`config.mk`:
```
export PLATFORM = sky130hd
export DESIGN_NAME = ysyx_23060072_pipe_ctrl
export DESIGN_NICKNAME = d
export VERILOG_FILES = /design/src/rtl/ysyx_23060072_pipe_ctrl.sv
export SDC_FILE = /design/constraint.sdc
export NUM_CORES = 1
export LEC_CHECK = 0
export BUFFER_PORTS_ARGS = -buffer_cell sky130_fd_sc_hd__buf_4
export CORE_ASPECT_RATIO = 0.5
export CORE_MARGIN = 2
export CORE_UTILIZATION = 50
export DETAILED_ROUTE_END_ITERATION = 6
export GPL_TIMING_DRIVEN = 0
export PLACE_DENSITY = 0.77
export SKIP_LAST_GASP = 1
export SLEW_MARGIN = 20
export SYNTH_ARGS = -nofsm -noshare
export SYNTH_HDL_FRONTEND = slang
export SYNTH_SLANG_ARGS = --single-unit
```
`constraint.sdc`:
```
create_clock -name clk -period 8.03 [get_ports clk]
set_input_delay 0.4015 -clock clk [delete_from_list [all_inputs] [get_ports clk]]
set_output_delay 0.4015 -clock clk [all_outputs]
set_load 0.05 [all_outputs]
```
`src/rtl/ysyx_23060072_pipe_ctrl.sv`:
```
// Pipeline hazard controller: stall back-pressure, bubble/kill flushes,
// jump redirect with deferred issue, trap drain/redirect FSM, and stall
// watchdog / statistics counters.
module ysyx_23060072_pipe_ctrl #(
  parameter int STAGES       = 5,
  parameter int EX_IDX       = 2,
  parameter int XLEN         = 32,
  parameter int HOLD_TIMEOUT = 1024
) (
  input  logic              clk,
  input  logic              rst,
  input  logic [STAGES-1:0] hold_req_i,
  input  logic              jump_flag_i,
  input  logic [XLEN-1:0]   jump_pc_i,
  input  logic              predict_hit_i,
  input  logic              trap_req_i,
  input  logic [XLEN-1:0]   trap_pc_i,
  output logic [STAGES-1:0] hold_o,
  output logic [STAGES-1:0] flush_o,
  output logic              redirect_o,
  output logic [XLEN-1:0]   redirect_pc_o,
  output logic              trap_ack_o,
  output logic              hold_timeout_o,
  output logic [31:0]       stall_cnt_o
);

  if (EX_IDX < 1 || EX_IDX > STAGES - 2) begin : g_bad_ex_idx
    $error("EX_IDX must lie in 1..STAGES-2");
  end

  localparam logic [1:0] S_IDLE  = 2'd0;
  localparam logic [1:0] S_DRAIN = 2'd1;
  localparam logic [1:0] S_REDIR = 2'd2;
  localparam int         CW      = $clog2(HOLD_TIMEOUT + 1);

  logic [1:0]        state, state_nxt;
  logic              pend_valid;
  logic [XLEN-1:0]   pend_pc, trap_pc;
  logic [CW-1:0]     hold_cnt, hold_cnt_nxt;
  logic              timeout_q;
  logic [31:0]       stall_cnt;
  logic [STAGES-1:0] hold_chain, hold_int, flush_int;
  logic              idle, jump_take, trap_take, drain_done, pend_issue;
  logic              redir_int;
  logic [XLEN-1:0]   redir_pc_int;

  assign idle       = (state == S_IDLE);
  // Trap has priority over any jump arriving in the same cycle.
  assign trap_take  = idle & trap_req_i;
  assign jump_take  = idle & ~trap_req_i & jump_flag_i & ~predict_hit_i & ~hold_chain[EX_IDX];
  assign pend_issue = idle & ~trap_req_i & ~hold_chain[0] & pend_valid;
  assign drain_done = (hold_req_i[STAGES-1:EX_IDX+1] == '0);

  // An older stage's stall back-pressures every younger stage.
  always_comb begin
    hold_chain = '0;
    for (int k = 0; k < STAGES; k++) hold_chain[k] = |(hold_req_i >> k);
  end

  // DRAIN freezes the front end up to and including the resolve stage.
  always_comb begin
    hold_int = hold_chain;
    if (state == S_DRAIN)
      for (int k = 0; k <= EX_IDX; k++) hold_int[k] = 1'b1;
  end

  // Bubbles behind a stall boundary, plus kills for jumps and trap drain.
  always_comb begin
    flush_int = '0;
    for (int k = 0; k < STAGES - 1; k++)
      if (hold_int[k] && !hold_int[k+1]) flush_int[k+1] = 1'b1;
    if (jump_take)
      for (int k = 0; k < EX_IDX; k++) flush_int[k] = 1'b1;
    if (state == S_DRAIN)
      for (int k = 0; k <= EX_IDX; k++) flush_int[k] = 1'b1;
  end

  // IF PC load source: trap handler, fresh jump, or deferred jump.
  always_comb begin
    redir_int    = 1'b0;
    redir_pc_int = '0;
    if (state == S_REDIR) begin
      redir_int    = 1'b1;
      redir_pc_int = trap_pc;
    end else if (jump_take && !hold_chain[0]) begin
      redir_int    = 1'b1;
      redir_pc_int = jump_pc_i;
    end else if (pend_issue) begin
      redir_int    = 1'b1;
      redir_pc_int = pend_pc;
    end
  end

  // Trap sequencing.
  always_comb begin
    state_nxt = state;
    case (state)
      S_IDLE:  if (trap_req_i)     state_nxt = S_DRAIN;
      S_DRAIN: if (drain_done)     state_nxt = S_REDIR;
      S_REDIR: if (!hold_req_i[0]) state_nxt = S_IDLE;
      default:                     state_nxt = S_IDLE;
    endcase
  end

  // Saturating consecutive-hold count.
  always_comb begin
    hold_cnt_nxt = '0;
    if (|hold_int)
      hold_cnt_nxt = (hold_cnt == CW'(HOLD_TIMEOUT)) ? hold_cnt : hold_cnt + 1'b1;
  end

  // FSM state and latched trap target.
  always_ff @(posedge clk or posedge rst) begin
    if (rst) begin
      state   <= S_IDLE;
      trap_pc <= '0;
    end else begin
      state <= state_nxt;
      if (trap_take) trap_pc <= trap_pc_i;
    end
  end

  // Deferred jump: latched when IF is stalled, newest target wins.
  always_ff @(posedge clk or posedge rst) begin
    if (rst) begin
      pend_valid <= 1'b0;
      pend_pc    <= '0;
    end else if (trap_take) begin
      pend_valid <= 1'b0;
    end else if (jump_take && hold_chain[0]) begin
      pend_valid <= 1'b1;
      pend_pc    <= jump_pc_i;
    end else if (jump_take || pend_issue) begin
      pend_valid <= 1'b0;
    end
  end

  // Watchdog and IF stall statistics.
  always_ff @(posedge clk or posedge rst) begin
    if (rst) begin
      hold_cnt  <= '0;
      timeout_q <= 1'b0;
      stall_cnt <= '0;
    end else begin
      hold_cnt  <= hold_cnt_nxt;
      if (hold_cnt_nxt == CW'(HOLD_TIMEOUT)) timeout_q <= 1'b1;
      stall_cnt <= stall_cnt + 32'(hold_int[0]);
    end
  end

  assign hold_o         = rst ? '1 : hold_int;
  assign flush_o        = rst ? '1 : flush_int;
  assign redirect_o     = ~rst & redir_int;
  assign redirect_pc_o  = rst ? '0 : redir_pc_int;
  assign trap_ack_o     = ~rst & (state == S_REDIR) & ~hold_req_i[0];
  assign hold_timeout_o = timeout_q;
  assign stall_cnt_o    = stall_cnt;

endmodule
```
======== Word-level counts from Yosys, hierarchy flattened ========
Index checks and enable logic that the tools add are counted.
operators by class
  add/subtract/negate cells ............... 2
  eq/ne operators ......................... 7
  multiplexer cells ....................... 25
  bitwise logic cells ..................... 17
  reductions and logical operators ........ 22
operators with widths
  cell                   count
  $mux 32                4
  $add 32x1->32          1
  $eq 11x11->1 const B   2
  $mux 11                2
  $add 11x1->11 const B  1
  $and 1x1->1            10
  $mux 1                 10
  $mux 5                 2
  $reduce_or 5->1        2
  $mux 2                 4
  $not 1->1              7
  $logic_and 1x1->1      6
  $mux 3                 2
  $ne 2x2->1 const B     3
  $pmux 2 s3             1
  $logic_not 1->1        5
  $logic_not 2->1        2
  $reduce_or 4->1        1
  $reduce_and 3->1       1
  $reduce_bool 3->1      1
  $reduce_or 3->1        1
  $eq 2x1->1 const B     1
  $eq 2x2->1 const B     1
  $reduce_and 2->1       1
  2 further kinds        2
word-level totals
  register bits after elaboration ......... 111
  output and inout port bits .............. 77
  logic and storage cells ................. 80

======== Logic depth before layout (Yosys ltp) ========
Gate-level depths: netlist (run 1).
  depth after elaboration ................. 9
  depth in mapped cells ................... 12
  mapped depth without buffers ............ 9

======== Least setup slack after synthesis (run 1) ========
No wires, ideal clock.
  path kind ............................... input port to output port
  start ................................... input rst
  end ..................................... output flush_o[4]
  arrival ................................. 4.536 ns
  required time ........................... 7.628 ns
  path slack .............................. 3.092 ns
  cell stages on the path ................. 3
  path buffers ............................ 1
  path through ............................ clkbuf_1 > inv_1 > o21ai_0
on the way
  cells in the longest elaborated chain, start to end .. 1
RTL lines
  item                RTL line  text
  start: declaration  11        input logic rst,
  $mux 5              152       assign flush_o = rst ? '1 : flush_int;
  end: declaration    19        output logic [STAGES-1:0] flush_o,
No other way between the ends.

======== Worst setup path after layout (run 1) ========
  start ................................... register state[0]
  end ..................................... output redirect_pc_o[8]
on the way
  cells in the longest elaborated chain, start to end .. 9
RTL lines
  item                       RTL line  text
  start: declaration         36        logic [1:0] state, state_nxt;
  start signal: assignment   118       state <= state_nxt;
  $logic_not 2->1            47        assign idle = (state == S_IDLE);
  $and 1x1->1                50, 51
  $and 1x1->1 (3 in series)  50        assign jump_take = idle & ~trap_req_i & jump_flag_i & ~predict_hit_i & ~hold_chain[EX_IDX];
  $logic_and 1x1->1          85        end else if (jump_take && !hold_chain[0]) begin
  $mux 32                    85
  $mux 32 (*)                82        if (state == S_REDIR) begin
  $mux 32 (*)                154       assign redirect_pc_o = rst ? '0 : redir_pc_int;
  end: declaration           21        output logic [XLEN-1:0] redirect_pc_o,
Mark *: on every way between the ends. The rest lies on a longest branch, timed or not.

==> impl_metrics.json, run 1 <==
{
  "grt_pass1_wl_um": 20040,
  "post-cts-setup-buffer-count": 0,
  "vias": 4163,
  "end_kind": "output port",
  "maxCapViolations": 0,
  "ys_types": 42,
  "dp_slack_ns": 5.158,
  "status": "finished clean",
  "syn_nets": 523,
  "final_hold_viol_count": 0,
  "cp_max_fo": 10,
  "hp-class": "in -> reg",
  "cts-resized-gates": 0,
  "tns_ns": 0,
  "critPathKind": "reg -> out",
  "coreArea_um2": 10210,
  "syn_area_um2": 5241,
  "grt_use_met1_pct": 29.57,
  "ir_drop_mv": 0.2428,
  "final_util_pct": 67.38,
  "die_w_um": 148.8,
  "seq_area_frac_synth_pct": 53.00,
  "drt-pass1-iter-count": 6,
  "start_util_pct": 51.31,
  "routed_wl_um": 12140,
  "min_period_ns": 2.988,
  "grt_start_max_net_pins": 63,
  "syn_avg_cell_area_um2": 11.78,
  "max_freq_mhz": 334.7,
  "critical_path_required_ns": 7.63,
  "cts_root_buffer": "clkbuf_16",
  "final-setup-viol-count": 0,
  "areaGrowthSynthToFinish_pct": 31.32,
  "fin_ws_ns": 5.042,
  "rsz0062_at_grt": "false",
  "io_buffers": 150,
  "top_usage_layer": "met2",
  "dieArea_um2": 11370,
  "die_y_um": 76.40,
  "tritoncts": "done",
  "fillers": 820,
  "antenna_left": 0,
  "cts-hold-fix-buffers": 0,
  "start_kind": "register",
  "cts_buffer_depth": 2,
  "postLayoutCellArea_um2": 6883,
  "drive_above_1_share_pct": 41.67,
  "htree_levels": 3,
  "track_usage_pct": 22.06,
  "finalCritPeriodShare_pct": 37.21,
  "n_antenna_cell": 0,
  "final_common_cell": "buf_4",
  "clkTransAtPathRegs_ns": 0.07,
  "p_leak_uw": 0.003311,
  "synth_cells": 445,
  "insertion_delay_ns": 0.35,
  "drv_slew": 0,
  "grt_remaining_overflow": 0,
  "antenna_found_initial": 0,
  "hpwlAfterDp_um": 8662,
  "stdcell_count": 752,
  "place_area_um2": 6575,
  "mostFrequentLayoutCells": "buf_4 (150), dfrtp_1 (111), mux2_2 (62)",
  "global_route.usage.met2_pct": 36.53,
  "slew_headroom_pct": 35.50,
  "synth_warnings": 0,
  "vias_per_cell": 5.536,
  "fin_worst_skew_ns": 0.008422,
  "cts.sinks": 111,
  "grt_pass1_vias": 4095,
  "drc": 0,
  "cts_buffers": 9,
  "gp_congestion": 0.8015,
  "tightestPinTransition_ns": 0.9654,
  "p_per_area_nw_per_um2": 280.2,
  "wl_per_cell_um": 16.15,
  "fin_nets": 685,
  "grtUsageMet3_pct": 4.790,
  "drtIter0Drc": 330,
  "num_rows": 26,
  "worstPathArrival_ns": 2.59,
  "placed_cells": 736,
  "ys_seq_elements": 111,
  "boundaryPins": 151
}
metal layers:
| layer | vias up | share of wire, % |
|---|---|---|
| li1 | 1955 | - |
| met2 | 99 | 50 |
| met5 | - | 0 |
| met3 | 15 | 4.8 |
| met1 | 2094 | 44 |
| met4 | 0 | 1.2 |
per-stage QoR:
step / hold WS [ns] / power [uW]
after floorplan: 0.4795 / 1296
after global placement: 0.4640 / 1457
after detailed placement: 0.4757 / 1482
after CTS: 0.2717 / 1941
after global routing: 0.2635 / 2041
final: 0.2785 / 1929
registers in the layout, summed over array words and instances, names as in the netlist:
signal and count:
hold_cnt 11, pend_valid 1, hold_timeout_o 1, stall_cnt_o 32
pend_pc 32, state 2, trap_pc 32
cell usage after synthesis (all sizes together):
master	n	area, um^2
dfrtp	111	2778
mux2	64	728.2
nor2	46	172.7
a222oi	32	320.3
xnor2	31	271.5
nand2	24	92.59
nand3	20	105.1
buf	16	105.1
and3	13	81.33
clkbuf	11	41.29
inv	8	30.03
nor3	8	51.30
nand4	7	50.05
xor2	7	61.31
and4	6	52.55
o21ai	6	30.03
a21oi	5	25.02
ha	4	50.05
nor2b	4	25.02
nand2b	3	18.77
or2	3	18.77
and2	2	12.51
a211oi	1	12.51
a22o	1	8.760
a41o	1	10.01
and3b	1	8.760
nand4b	1	8.760
nor3b	1	7.510
nor4	1	6.260
nor4b	1	8.760
o2111a	1	11.26
o21a	1	7.510
o21bai	1	7.510
o31ai	1	7.510
or2b	1	7.510
or4	1	7.510
where the power goes:
group          internal, uW  total, uW  switching [uW]
clock                   254        458             204
sequential              730        855             125
combinational           282        616             334
total                  1270       1930             663
path summary, 6_finish.rpt:
path	start	endpoint	slack [ns]	cells past startpoint
hold reg to reg	stall_cnt_o[31]	stall_cnt_o[31]	0.48	1
max in group asynchronous	rst	hold_cnt[5]	6.92	4
setup / recovery	state[0]	redirect_pc_o[8]	5.04	7
hold / removal	trap_pc_i[12]	trap_pc[12]	0.28	2
min in group asynchronous	rst	trap_pc[20]	0.45	3
setup reg to reg	state[1]	stall_cnt_o[28]	5.30	12
cell families (layout without fill, tap and decap cells):
kind of cell	after synthesis	in the layout	share of synthesized area (%)
AO/OA/AOI/OAI	50	50	8.403
flip-flops	111	111	53.00
AND/OR/NAND/NOR	143	143	14.04
buffers and inverters	35	202	3.366
XOR/XNOR	38	38	6.350
multiplexers	64	64	13.89
adder cells (fa/ha/maj)	4	4	0.9549
worst max-delay path, stage by stage, from the launching register on:
cell and delay (ns):
dfrtp_1 0.42, nor3_1 0.29, nand3_2 0.16, nor3_1 0.52, buf_2 0.35, a222oi_1 0.12, nor2_1 0.17, buf_4 0.23
cell type report:
cell class | count | area (um^2) | share of cell area [%]
Inverter | 8 | 35.03 | 0.5090
Clock inverter | 5 | 65.06 | 0.9453
Tap cell | 140 | 175.2 | 2.545
Clock buffer | 11 | 242.7 | 3.527
Buffer | 27 | 146.4 | 2.127
Timing Repair Buffer | 151 | 1154 | 16.76
Multi-Input combinational cell | 299 | 2287 | 33.23
Sequential cell | 111 | 2778 | 40.36
No activity file was read; power rests on OpenSTA's default activity.
==> run 2: changes to the inputs <==
ABC_AREA = 1   (was default)
PLACE_DENSITY = 0.76   (was 0.77)
clock period = 2.8 ns   (was 8.03 ns; I/O delays follow)
==> run 2 against run 1 <==
Against the previous run:
- first-iteration DRC count is 18% higher
- largest cell class unchanged
- wire length is 27% higher
- sequential cell count stayed put
- via count is 32% higher
- critical path type unchanged
- sequential share of layout area is 3.8 points lower
- combinational power grew to 3.2 times the previous value
- clock power grew to 2.6 times the previous value
- die area is 13% higher
- area after synthesis is 14% higher
- highest routed layer unchanged
- cell count is 41% higher
==> impl_metrics.json, run 2 <==
{
  "antenna_left": 0,
  "pwr-share-seq_pct": 43.4,
  "finalCritPeriodShare_pct": 94.73,
  "worstPathArrival_ns": 2.51,
  "p_leak_uw": 0.003806,
  "synth_most_common_cell": "nand2_1",
  "grt_use_met1_pct": 32.68,
  "die_y_um": 81.18,
  "insertion_delay_ns": 0.34,
  "gp_congestion": 0.8606,
  "yosys-top-cells-area": "dfrtp_1 (47%), nand2_1 (11%), mux2_2 (6.1%)",
  "num_rows": 28,
  "reg2reg_depth": 15,
  "ir_drop_mv": 0.7793,
  "cts_buffer_depth": 2,
  "top_usage_layer": "met2",
  "antenna_found_initial": 0,
  "fillers": 999,
  "drive_above_1_share_pct": 25.84,
  "synth_warnings": 0,
  "final-setup-viol-count": 0,
  "routed_wl_um": 15420,
  "areaGrowthSynthToFinish_pct": 27.67,
  "grt_remaining_overflow": 0,
  "cts_root_buffer": "clkbuf_16",
  "io_buffers": 150,
  "cpPeakStageDelay_ns": 0.44,
  "final_common_cell": "nand2_1",
  "coreArea_um2": 11700,
  "cp_max_fo": 10,
  "die_w_um": 158.3,
  "grt_pass1_vias": 5221,
  "drc": 0,
  "design_power_total_uw": 5615,
  "synth_edf_count": 0,
  "place_area_um2": 7326,
  "ys_types": 35,
  "start_util_pct": 50.90,
  "n_antenna_cell": 0,
  "tritoncts": "done",
  "drtIter0Drc": 389,
  "cts_buffers": 9,
  "syn_nets": 809,
  "global_route.usage.met2_pct": 43.00,
  "htree_levels": 3,
  "crit_chain": "inv_1 -> nor2_1 -> inv_1 -> clkbuf_1 -> clkbuf_1 -> o21ai_0 -> a31oi_1 -> buf_4",
  "max_freq_mhz": 377.0,
  "slew_headroom_pct": 65.23,
  "cts-hold-fix-buffers": 0,
  "hpwlAfterDp_um": 11170,
  "final_hold_viol_count": 0,
  "timing.hold.ws_ns": 0.005888,
  "rsz0062_at_grt": "false",
  "end_kind": "output port",
  "critical_path_required_ns": 2.66,
  "drt-pass1-iter-count": 5,
  "postLayoutCellArea_um2": 7604,
  "dieArea_um2": 12850,
  "status": "finished clean",
  "drv_slew": 0,
  "hp-class": "in -> reg",
  "synth_top_cell_area_share_pct": 46.64,
  "async_flop_share_pct": 100.0,
  "fin_nets": 971,
  "stdcell_count": 1063,
  "p_switching_uw": 2126,
  "clkTransAtPathRegs_ns": 0.07,
  "grtUsageMet3_pct": 4.322,
  "vias": 5503,
  "clockPowerShare_pct": 21.3,
  "min_path_cells": 3,
  "ys.flop_type": "dfrtp_1",
  "syn_area_um2": 5956,
  "ys_seq_elements": 111,
  "switching_share_pct": 37.87,
  "combPwrFrac_pct": 35.3,
  "p_per_area_nw_per_um2": 738.5,
  "boundaryPins": 151,
  "min_period_ns": 2.653,
  "cts.sinks": 111,
  "critPathKind": "reg -> out",
  "track_usage_pct": 24.57,
  "tns_ns": 0,
  "synth_cells": 731,
  "grt_pass1_wl_um": 25010,
  "tightestPinTransition_ns": 0.5176,
  "syn_avg_cell_area_um2": 8.147,
  "placed_cells": 1047,
  "maxCapViolations": 0,
  "internal_power_uw": 3489,
  "synth_common_cells": "nand2_1 (181), dfrtp_1 (111), inv_1 (89)",
  "fin_worst_skew_ns": 0.009478,
  "seq_area_frac_synth_pct": 46.64,
  "synth_top_cell_by_area": "dfrtp_1",
  "start_kind": "register",
  "grt_start_max_net_pins": 86,
  "vias_per_cell": 5.177,
  "mostFrequentLayoutCells": "nand2_1 (180), buf_4 (153), dfrtp_1 (111)",
  "wl_per_cell_um": 14.50,
  "cpMaxStageDelayCell": "dfrtp_1"
}
## run 2: worst paths after layout
| path | from | slack (ns) | to |
|---|---|---|---|
| max in group asynchronous | rst | 1.99 | hold_cnt[1] |
| hold reg to reg | hold_timeout_o | 0.46 | hold_timeout_o |
| setup reg to reg | state[0] | 0.23 | stall_cnt_o[18] |
| min in group asynchronous | rst | 0.10 | trap_pc[18] |
| hold / removal | jump_pc_i[13] | 0.006 | pend_pc[13] |
| setup / recovery | state[1] | 0.15 | redirect_pc_o[22] |
## run 2: per-layer routing
metal | up-vias | wire (um)
met5 | - | 0
met4 | 0 | 160
met3 | 16 | 694
met2 | 140 | 7618
met1 | 2656 | 6941
li1 | 2691 | -
## run 2: cells by family (layout without fill, tap and decap cells)
logic type,after synthesis,after routing,synth area share (%)
AND/OR/NAND/NOR,331,331,23.93
multiplexers,32,32,6.050
buffers and inverters,120,287,8.718
XOR/XNOR,30,30,4.412
adder cells (fa/ha/maj),4,4,0.8404
AO/OA/AOI/OAI,103,103,9.412
flip-flops,111,111,46.64
## run 2: layout make-up
class	instances	area, um^2	share of cell area [%]
plain buffers	29	190.2	2.501
clock buffers	11	232.7	3.061
clock inverters	5	35.03	0.4608
inverters	91	341.6	4.492
multi-input cells	500	2666	35.07
flip-flops and latches	111	2778	36.53
well taps	165	206.4	2.715
repair buffers	151	1154	15.17
## run 2: metrics by stage
stage               setup WS, ns  utilization, %
floorplan                 0.3732               -
global placement         0.09620           62.32
detailed placement        0.1324           62.61
CTS                       0.1171           64.90
global route            0.003801           64.98
finish                    0.1475           64.98
## run 2: what timing repair did
action	in CTS	in global routing
endpoints found under the setup margin	0	4
setup buffers	0	0
gates resized for setup	0	3
endpoints found under the hold margin	0	0
## run 2: power groups by stage
stage,Sequential (uW),Combinational (uW),Clock (uW)
floorplan,2560,1260,0
global placement,2430,1910,0
detailed placement,2460,1980,0
CTS,2430,1980,1220
global route,2500,2180,1300
finish,2440,1980,1200
## run 2: worst max-delay path, delay by kind of cell, from the launching register on
family	cells	cell delay (ns)
simple gates	1	0.06
flops	1	0.44
buf+inv	5	1.25
compound gates	2	0.41
==> run 3: changes to the inputs <==
==> constraint.sdc (replaced) <==
create_clock -name clk -period 2.8 [get_ports clk]
set_input_delay 0.56 -clock clk [delete_from_list [all_inputs] [get_ports clk]]
set_output_delay 0.56 -clock clk [all_outputs]
set_load 0.05 [all_outputs]
==> run 3 against run 2 <==
Against the previous run:
- via count fell by 0.64%
- register-to-register slack got worse by 0.05 ns
- wire length fell by 2.5%
- critical path type is now in -> out
- critical endpoint is now redirect_pc_o[3]
==> impl_metrics.json, run 3 (synthesized netlist as in run 2, its figures left out) <==
{
  "boundaryPins": 151,
  "r2r-end": "stall_cnt_o[18]",
  "final-setup-viol-count": 0,
  "grt_start_max_net_pins": 121,
  "start_kind": "input port",
  "finalCritPeriodShare_pct": 97.40,
  "die_y_um": 81.18,
  "critPathKind": "in -> out",
  "end_kind": "output port",
  "hp-start": "jump_pc_i[16]",
  "grt_remaining_overflow": 0,
  "min_period_ns": 2.727,
  "fin_nets": 971,
  "place_area_um2": 7323,
  "worstPathArrival_ns": 2.17,
  "cts.sinks": 111,
  "cts_buffer_depth": 2,
  "status": "finished clean",
  "postLayoutCellArea_um2": 7667,
  "track_usage_pct": 24.05,
  "cts_root_buffer": "clkbuf_16",
  "cp_max_fo": 10,
  "start_util_pct": 50.90,
  "maxCapViolations": 0,
  "io_buffers": 150,
  "fin_worst_skew_ns": 0.009909,
  "drc": 0,
  "ir_drop_mv": 0.6344,
  "reg2reg_depth": 15,
  "p_per_area_nw_per_um2": 735.0,
  "grt_pass1_vias": 5162,
  "gp_congestion": 0.8401,
  "r2r_start": "state[0]",
  "vias": 5468,
  "final_hold_viol_count": 0,
  "cts_buffers": 9,
  "vias_per_cell": 5.144,
  "drive_above_1_share_pct": 26.95,
  "antenna_found_initial": 0,
  "tritoncts": "done",
  "p_leak_uw": 0.003823,
  "grt_pass1_wl_um": 24670,
  "num_rows": 28,
  "mostFrequentLayoutCells": "nand2_1 (180), buf_4 (153), dfrtp_1 (110)",
  "die_w_um": 158.3,
  "hp-class": "in -> reg",
  "tightestPinTransition_ns": 0.5606,
  "ff2ff_setup_slack_ns": 0.18,
  "drt-pass1-iter-count": 5,
  "clkTransAtPathRegs_ns": 0.08,
  "coreArea_um2": 11700,
  "dieArea_um2": 12850,
  "critical_path_required_ns": 2.24,
  "antenna_left": 0,
  "areaGrowthSynthToFinish_pct": 28.74,
  "drv_slew": 0,
  "final_common_cell": "nand2_1",
  "n_antenna_cell": 0,
  "routed_wl_um": 15030,
  "insertion_delay_ns": 0.34,
  "rsz0062_at_grt": "true",
  "design_power_total_uw": 5635,
  "max_freq_mhz": 366.7,
  "htree_levels": 3,
  "hold-path-endpoint": "pend_pc[16]",
  "wl_per_cell_um": 14.14,
  "crit_start": "hold_req_i[3]",
  "drtIter0Drc": 341,
  "hpwlAfterDp_um": 11000,
  "post-cts-setup-buffer-count": 0,
  "slew_headroom_pct": 62.63,
  "min_path_cells": 3
}
==> run 3: changes by cell type in the layout (fill, tap and decap cells not counted), sizes merged <==
cell | previous run | this run
clkbuf | 22 | 23
clkinvlp | 4 | 3
==> run 3: cell type report <==
type / instances / area [um^2]
fillers: 1048 / 4034
flip-flops and latches: 111 / 2779
multi-input cells: 500 / 2716
repair buffers: 151 / 1137
inverters: 91 / 341.6
clock buffers: 12 / 246.5
plain buffers: 29 / 209.0
well taps: 165 / 206.4
clock inverters: 4 / 31.28
==> run 3: metal layers <==
metal,track usage (%),vias to the layer above,wire length [um]
met5,0,-,0
met4,4.595,0,161
met3,4.749,12,741
met2,41.30,150,7080
met1,32.31,2616,7049
li1,-,2690,-
==> run 3: power breakdown <==
group / switching, uW / total (uW) / internal [uW] / leakage [uW]
Combinational: 1220 / 1990 / 767 / 0.00241
Clock: 586 / 1220 / 632 / 0.000125
Sequential: 304 / 2430 / 2130 / 0.00129
Total: 2110 / 5640 / 3520 / 0.00382
==> run 3: repair_timing <==
action | CTS | global route
cloned | 0 | 1
resized for setup | 6 | 10
setup endpoints to repair | 23 | 29
hold buffers | 0 | 0
==> run 3: how the worst max path moves through the flow <==
| stage | endpoint | slack, ns |
|---|---|---|
| 2_1_floorplan | redirect_pc_o[10] | 0.004 |
| 3_3_place_gp | redirect_pc_o[28] | -0.20 |
| 3_5_place_dp | redirect_pc_o[28] | -0.20 |
| 4_1_cts | stall_cnt_o[18] | 0.04 |
| 5_1_grt | stall_cnt_o[18] | -0.03 |
| 6_report | redirect_pc_o[3] | 0.07 |
==> run 3: through the flow <==
stage / worst slack, ns / std cells / hold WS [ns] / setup TNS (ns) / utilization [%]
2_1_floorplan: 0.004009 / 731 / 0.4740 / 0 / -
3_3_place_gp: -0.1980 / 1046 / 0.4483 / -0.7366 / 62.59
3_5_place_dp: -0.1993 / 1046 / 0.4553 / -0.7980 / 62.59
4_1_cts: 0.04435 / 1062 / 0.4209 / 0 / 65.22
5_1_grt: -0.03358 / 1063 / 0.4261 / -0.03358 / 65.53
6_report: 0.07269 / 1063 / 0.4345 / 0 / 65.53
==> run 3: worst max-delay path: stages <==
cell and delay (ns):
buf_4 0.12, nor2_4 0.18, nand2_4 0.09, nor3_4 0.21
nand3_4 0.16, inv_2 0.14, buf_6 0.16, nand2_1 0.07
a31oi_1 0.24, buf_4 0.24
